## src/rtl/stack_thread_unit.sv

```systemverilog
// Multi-thread operand stack: one registered response per accepted operation.
// Optional STACK_ERR_TRAP_EN: an error halts the thread until CLEAR.
module stack_thread_unit #(
  parameter int WIDTH   = 16,
  parameter int DEPTH   = 32,
  parameter int THREADS = 2,
  parameter int TW      = (THREADS > 1) ? $clog2(THREADS) : 1,
  parameter int DW      = $clog2(DEPTH + 1)
) (
  input  logic               clk,
  input  logic               reset,
  input  logic               op_valid,
  output logic               op_ready,
  input  logic [TW-1:0]      op_thread,
  input  logic [2:0]         op_code,
  input  logic [11:0]        op_arg,
  input  logic [WIDTH-1:0]   op_data,
  output logic               rsp_valid,
  input  logic               rsp_ready,
  output logic [TW-1:0]      rsp_thread,
  output logic [WIDTH-1:0]   rsp_top,
  output logic [DW-1:0]      rsp_depth,
  output logic               rsp_err,
  output logic [THREADS-1:0] halted
);
  localparam int AW = (DEPTH > 1) ? $clog2(DEPTH) : 1;

  localparam logic [2:0] OP_NOP   = 3'd0;
  localparam logic [2:0] OP_PUSH  = 3'd1;
  localparam logic [2:0] OP_POPN  = 3'd2;
  localparam logic [2:0] OP_DUP   = 3'd3;
  localparam logic [2:0] OP_GET   = 3'd4;
  localparam logic [2:0] OP_PUT   = 3'd5;
  localparam logic [2:0] OP_BINOP = 3'd6;
  localparam logic [2:0] OP_CLEAR = 3'd7;

  logic [WIDTH-1:0] mem [THREADS][DEPTH];
  logic [DW-1:0]    depth_q [THREADS];

  logic             accept;
  logic             thread_ok;
  logic [TW-1:0]    t;
  logic [DW-1:0]    d;
  logic [31:0]      dd;
  logic [31:0]      aa;
  logic [WIDTH-1:0] top_val;
  logic [WIDTH-1:0] a_val;
  logic [WIDTH-1:0] alu;
  logic             err;
  logic             we;
  logic [AW-1:0]    widx;
  logic [WIDTH-1:0] wdata;
  logic [DW-1:0]    nd;
  logic [WIDTH-1:0] post_top;
  logic             trap_block;

  // Handshake: a request is taken on a rising edge with op_valid && op_ready;
  // the response sits in the output register until rsp_ready is seen high.
  assign op_ready = !rsp_valid || rsp_ready;
  assign accept   = op_valid && op_ready;

`ifdef STACK_ERR_TRAP_EN
  logic [THREADS-1:0] halted_q;
  assign halted     = halted_q;
  assign trap_block = halted_q[t] && (op_code != OP_CLEAR);

  always_ff @(posedge clk or negedge reset) begin
    if (!reset) begin
      halted_q <= '0;
    end else if (accept && thread_ok) begin
      if (op_code == OP_CLEAR) halted_q[t] <= 1'b0;
      else if (err)            halted_q[t] <= 1'b1;
    end
  end
`else
  assign halted     = '0;
  assign trap_block = 1'b0;
`endif

  always_comb begin
    thread_ok = 32'(op_thread) < THREADS;
    t         = thread_ok ? op_thread : '0;
    d         = depth_q[t];
    dd        = 32'(d);
    aa        = 32'(op_arg);
    top_val   = (d != '0) ? mem[t][AW'(dd - 32'd1)] : '0;
    a_val     = mem[t][AW'(dd - 32'd2)];
    case (op_arg[2:0])
      3'd0:    alu = a_val + top_val;
      3'd1:    alu = a_val & top_val;
      3'd2:    alu = {{(WIDTH-1){1'b0}}, (a_val < top_val)};
      3'd3:    alu = a_val | top_val;
      3'd4:    alu = a_val - top_val;
      3'd5:    alu = a_val ^ top_val;
      default: alu = a_val;
    endcase

    err   = !thread_ok || trap_block;
    we    = 1'b0;
    widx  = '0;
    wdata = '0;
    nd    = d;
    if (!err) begin
      case (op_code)
        OP_PUSH: begin
          if (dd < DEPTH) begin we = 1'b1; widx = AW'(dd); wdata = op_data; nd = DW'(dd + 32'd1); end
          else err = 1'b1;
        end
        OP_POPN: begin
          if (dd >= aa) nd = DW'(dd - aa);
          else err = 1'b1;
        end
        OP_DUP: begin
          if (dd >= 32'd1 && dd < DEPTH) begin we = 1'b1; widx = AW'(dd); wdata = top_val; nd = DW'(dd + 32'd1); end
          else err = 1'b1;
        end
        OP_GET: begin
          if (aa < dd && dd < DEPTH) begin
            we = 1'b1; widx = AW'(dd); wdata = mem[t][AW'(dd - 32'd1 - aa)]; nd = DW'(dd + 32'd1);
          end else err = 1'b1;
        end
        OP_PUT: begin
          if (aa < dd) begin we = 1'b1; widx = AW'(dd - 32'd1 - aa); wdata = top_val; end
          else err = 1'b1;
        end
        OP_BINOP: begin
          if (dd >= 32'd2) begin we = 1'b1; widx = AW'(dd - 32'd2); wdata = alu; nd = DW'(dd - 32'd1); end
          else err = 1'b1;
        end
        OP_CLEAR: nd = '0;
        OP_NOP:   nd = d;
        default:  nd = d;
      endcase
    end
    if (err) begin
      we = 1'b0;
      nd = d;
    end

    // Post-op top must see this cycle's write, since storage updates on the same edge.
    if (nd == '0)                                 post_top = '0;
    else if (we && widx == AW'(nd - 1'b1))        post_top = wdata;
    else                                          post_top = mem[t][AW'(nd - 1'b1)];
  end

  always_ff @(posedge clk) begin
    if (accept && we) mem[t][widx] <= wdata;
  end

  always_ff @(posedge clk or negedge reset) begin
    if (!reset) begin
      rsp_valid  <= 1'b0;
      rsp_err    <= 1'b0;
      rsp_top    <= '0;
      rsp_depth  <= '0;
      rsp_thread <= '0;
      for (int i = 0; i < THREADS; i++) depth_q[i] <= '0;
    end else begin
      if (accept) begin
        rsp_valid  <= 1'b1;
        rsp_thread <= op_thread;
        rsp_err    <= err;
        rsp_depth  <= thread_ok ? nd : '0;
        rsp_top    <= thread_ok ? post_top : '0;
        if (thread_ok) depth_q[t] <= nd;
      end else if (rsp_ready) begin
        rsp_valid <= 1'b0;
      end
    end
  end
endmodule

```

## config.mk

```make
export PLATFORM = sky130hd
export DESIGN_NAME = stack_thread_unit
export DESIGN_NICKNAME = d
export VERILOG_FILES = /design/src/rtl/stack_thread_unit.sv
export SDC_FILE = /design/constraint.sdc
export NUM_CORES = 2
export LEC_CHECK = 0
export BUFFER_PORTS_ARGS = -buffer_cell sky130_fd_sc_hd__buf_2
export CAP_MARGIN = 5
export CORE_MARGIN = 10
export CORE_UTILIZATION = 40
export DETAILED_ROUTE_END_ITERATION = 16
export SETUP_SLACK_MARGIN = 0.1
export SYNTH_ARGS = -nofsm -noshare
export SYNTH_HDL_FRONTEND = slang
export SYNTH_SLANG_ARGS = --single-unit
```

## constraint.sdc

```tcl
create_clock -name clk -period 13.45 [get_ports clk]
set_clock_uncertainty 0.1 [all_clocks]
set_input_delay 1.345 -clock clk [delete_from_list [all_inputs] [get_ports clk]]
set_output_delay 1.345 -clock clk [all_outputs]
set_load 0.02 [all_outputs]
```

==> results.md <==
- Commonest non-fill, non-tap cell in the layout: edfxtp_1
- Vias in the first global route: between 40000 and 50000
- Final wirelength: 288 mm
- Crit path time final: 10.38 ns
- Maximum root-to-sink buffer count: 3
- Post-synthesis cell count: 5156
- Worst Setup SP: op_thread
- Fmax: 96.4 MHz
- Total global routing overflow: 0
- Mux cell area share after synthesis: 0.248
- Share of cells above drive strength 1: 0.219
- Worst EP arrival: 10.95 ns
- Nature of the critical path endpoint: flip-flop
- Critical Path Fanout Max: 93
- Htree depth: 3
- GRT Util Overall: 0.311
- Synth Area in Adders: 0.0169
- Cell row count: 147
- TritonCTS clock tree: yes
- Fin nets: 5222
- Worst-Margin Slew: around 1.4 ns
- Compound-Gate Fraction of Synth Area: 0.105
- CP Class: in -> reg
- Avg Cell Area, Syn: 12.5 µm²
- Final Hold Vio Count: 0
- Skew-Pair Late Insertion Delay: between 0.7 and 0.8 ns
- Initial Util: 0.403
- # port buffers: around 60
- Post-synth EDFFs: about 1000
- Post-CTS Setup Bufs: 0
- End of the worst hold path: rsp_depth[5]$_DFFE_PN0P_
- Primary FF master, synth: edfxtp_1
- Cell Area, Synth: around 65000 µm²
- R2R setup slack: 3.88 ns
- Die Width: between 400 and 500 µm
- Met3 usage: 0.125
- Hold depth: 2
- Root Driver: clkbuf_16
- Die height: 422 µm
- Reg2Reg Depth: 27
- CP Launch Type: input pin
- Register area share after synthesis: 0.490
- Syn. warnings: 0
- Most frequent cells in the layout: edfxtp_1, nand2_1, mux4_2, mux2i_1, nor2_1
- GP Congestion: 0.998
- Final Setup Violations: 0
- IO Count: 64
- RR Startpoint: depth_q[1]$_DFFE_PN0P_
- Met2 usage: 0.430
- DR iter-0 viols: approximately 9400
- VDD IR max: ~0.45 mV
- Busiest layer in global routing: met2
- Via density: 7.09
- First-pass GRT wire length: between 300 and 400 mm
- CTS sink count: roughly 1100
- Reg clk slew, reported paths: 0.06 ns
- Core Region: 161000 µm²
- Synth async-reset ratio: 0.0349
- Unrepaired setup endpoints after global routing: no
- DR pass1 iterations: 9
- Maximum Capacitance Violations: 0
- Total die area: 178000 µm²
- Hold Startpoint: rsp_depth[5]$_DFFE_PN0P_
- Status: completed
- # hold bufs at CTS: 0
- Max Slew Vio Count: 0
- Largest family of logic cells by synthesized area: multiplexers
- Netlist cell types: 90
- Synth Area in Simple Gates: 0.0990
- Reg-to-Reg End: rsp_top[12]$_DFFE_PN0P_
- Leakage: 24.9 nW
- PostCTS Resize Cnt: 0
- Routed len/inst: 39.2 µm
- Synth-to-layout area growth: 11.2%
- Worst slew margin: 0.0493
- Power Dens Cells: 290 nW/µm²
- Setup_tns: 0 ns
- Post-Synth XOR/XNOR Area: 0.00635
- Detail Route Antenna Nets: 0
- DP Wirelength: roughly 180 mm
- TritonCTS Buffers: 114
- WHS: 0.367 ns
- Worst Path Required: between 10 and 15 ns
- Final Cycle Share: 0.771
- Hold/Removal Path Class: reg -> reg
- Initial antenna violation count: 24
- Largest net degree at the start of global routing: between 100 and 150
- Via count: 52218
- Met1 Track Usage GR: 0.395
- # DRC: 0
- #FFs+latches synth: ~1100
[registers in the layout, summed over array words and instances (netlist names)]
register and count:
depth_q 12, mem 1024, rsp_depth 6, rsp_err 1, rsp_thread 1, rsp_top 16, rsp_valid 1
[per-layer routing]
layer | up-vias | wire [µm]
met2 | 4682 | 116000
met4 | 34 | 25400
li1 | 20375 | -
met1 | 25985 | 99900
met5 | - | 267
met3 | 1142 | 46500
[synth_stat cells, types with 94 or more instances]
cell | instances | area share
nor2_1 | 310 | 0.018
mux4_2 | 479 | 0.17
nand3_1 | 166 | 0.013
a211oi_1 | 119 | 0.014
nand2_1 | 724 | 0.042
edfxtp_1 | 1024 | 0.48
mux2i_1 | 426 | 0.066
o22ai_1 | 94 | 0.0091
o21ai_0 | 156 | 0.012
clkbuf_1 | 220 | 0.013
buf_2 | 121 | 0.0094
a21oi_1 | 159 | 0.012
[cell families after synthesis]
group / Yosys count
other: 1
flip-flops: 1061
AO/OA/AOI/OAI: 985
buffers and inverters: 514
adder cells (fa/ha/maj): 85
AND/OR/NAND/NOR: 1482
XOR/XNOR: 38
multiplexers: 990
[worst max path at each step]
stage / end / slack (ns) / cells past startpoint
final: rsp_top[12]$_DFFE_PN0P_ / 3.07 / 28
after global routing: rsp_top[12]$_DFFE_PN0P_ / 2.66 / 29
after CTS: rsp_top[12]$_DFFE_PN0P_ / 3.40 / 28
after detailed placement: mem[1][399]$_DFFE_PP_ / 2.69 / 25
after global placement: rsp_top[12]$_DFFE_PN0P_ / 2.68 / 28
after floorplan: mem[0][101]$_DFFE_PP_ / 1.25 / 24
[per-stage QoR]
stage	utilization	area [µm²]	setup WS, ns	std cells	total power, mW
after detailed placement	0.424	68100	2.69	7144	16.9
after CTS	0.448	71900	3.40	7358	20.1
after global placement	0.424	68000	2.68	7143	16.9
after global routing	0.448	71900	2.66	7359	21.3
final	0.448	71900	3.07	7365	20.8
after floorplan	-	64700	1.25	5157	12.3
[where the power goes]
part           switching [mW]  internal [mW]
clock                    1.40           1.85
sequential             0.0802           4.10
combinational            9.06           4.33
[critical path: stages]
cell       delay (ns)
buf_8            0.54
mux2_8           0.60
inv_6            0.49
ha_1             0.50
xnor2_4          0.16
buf_4            0.38
inv_2            0.46
nor2_1           0.41
buf_4            0.32
a2111oi_0        0.14
o21ai_0          0.88
and3_1           0.49
inv_1            0.11
ha_1             0.43
nor2b_1          0.17
o21ai_0          0.12
a21boi_0         0.23
o21ai_0          0.14
a211o_1          0.34
a211oi_1         0.42
o211ai_1         0.20
a31oi_1          0.23
xnor2_1          0.14
a221oi_1         0.13
o21ai_4          0.66
buf_4            0.42
a22oi_1          0.11
o31ai_1          0.11
[area by class of cell]
cell class	count	area, µm²
Antenna cell	6	15.0
Timing Repair Buffer	255	1950
Clock buffer	141	2980
Multi-Input combinational cell	3582	31400
Fill cell	14412	88700
Clock inverter	73	828
Tap cell	2160	2700
Inverter	87	344
Sequential cell	1061	31700
(Power assumes the default switching activity.)
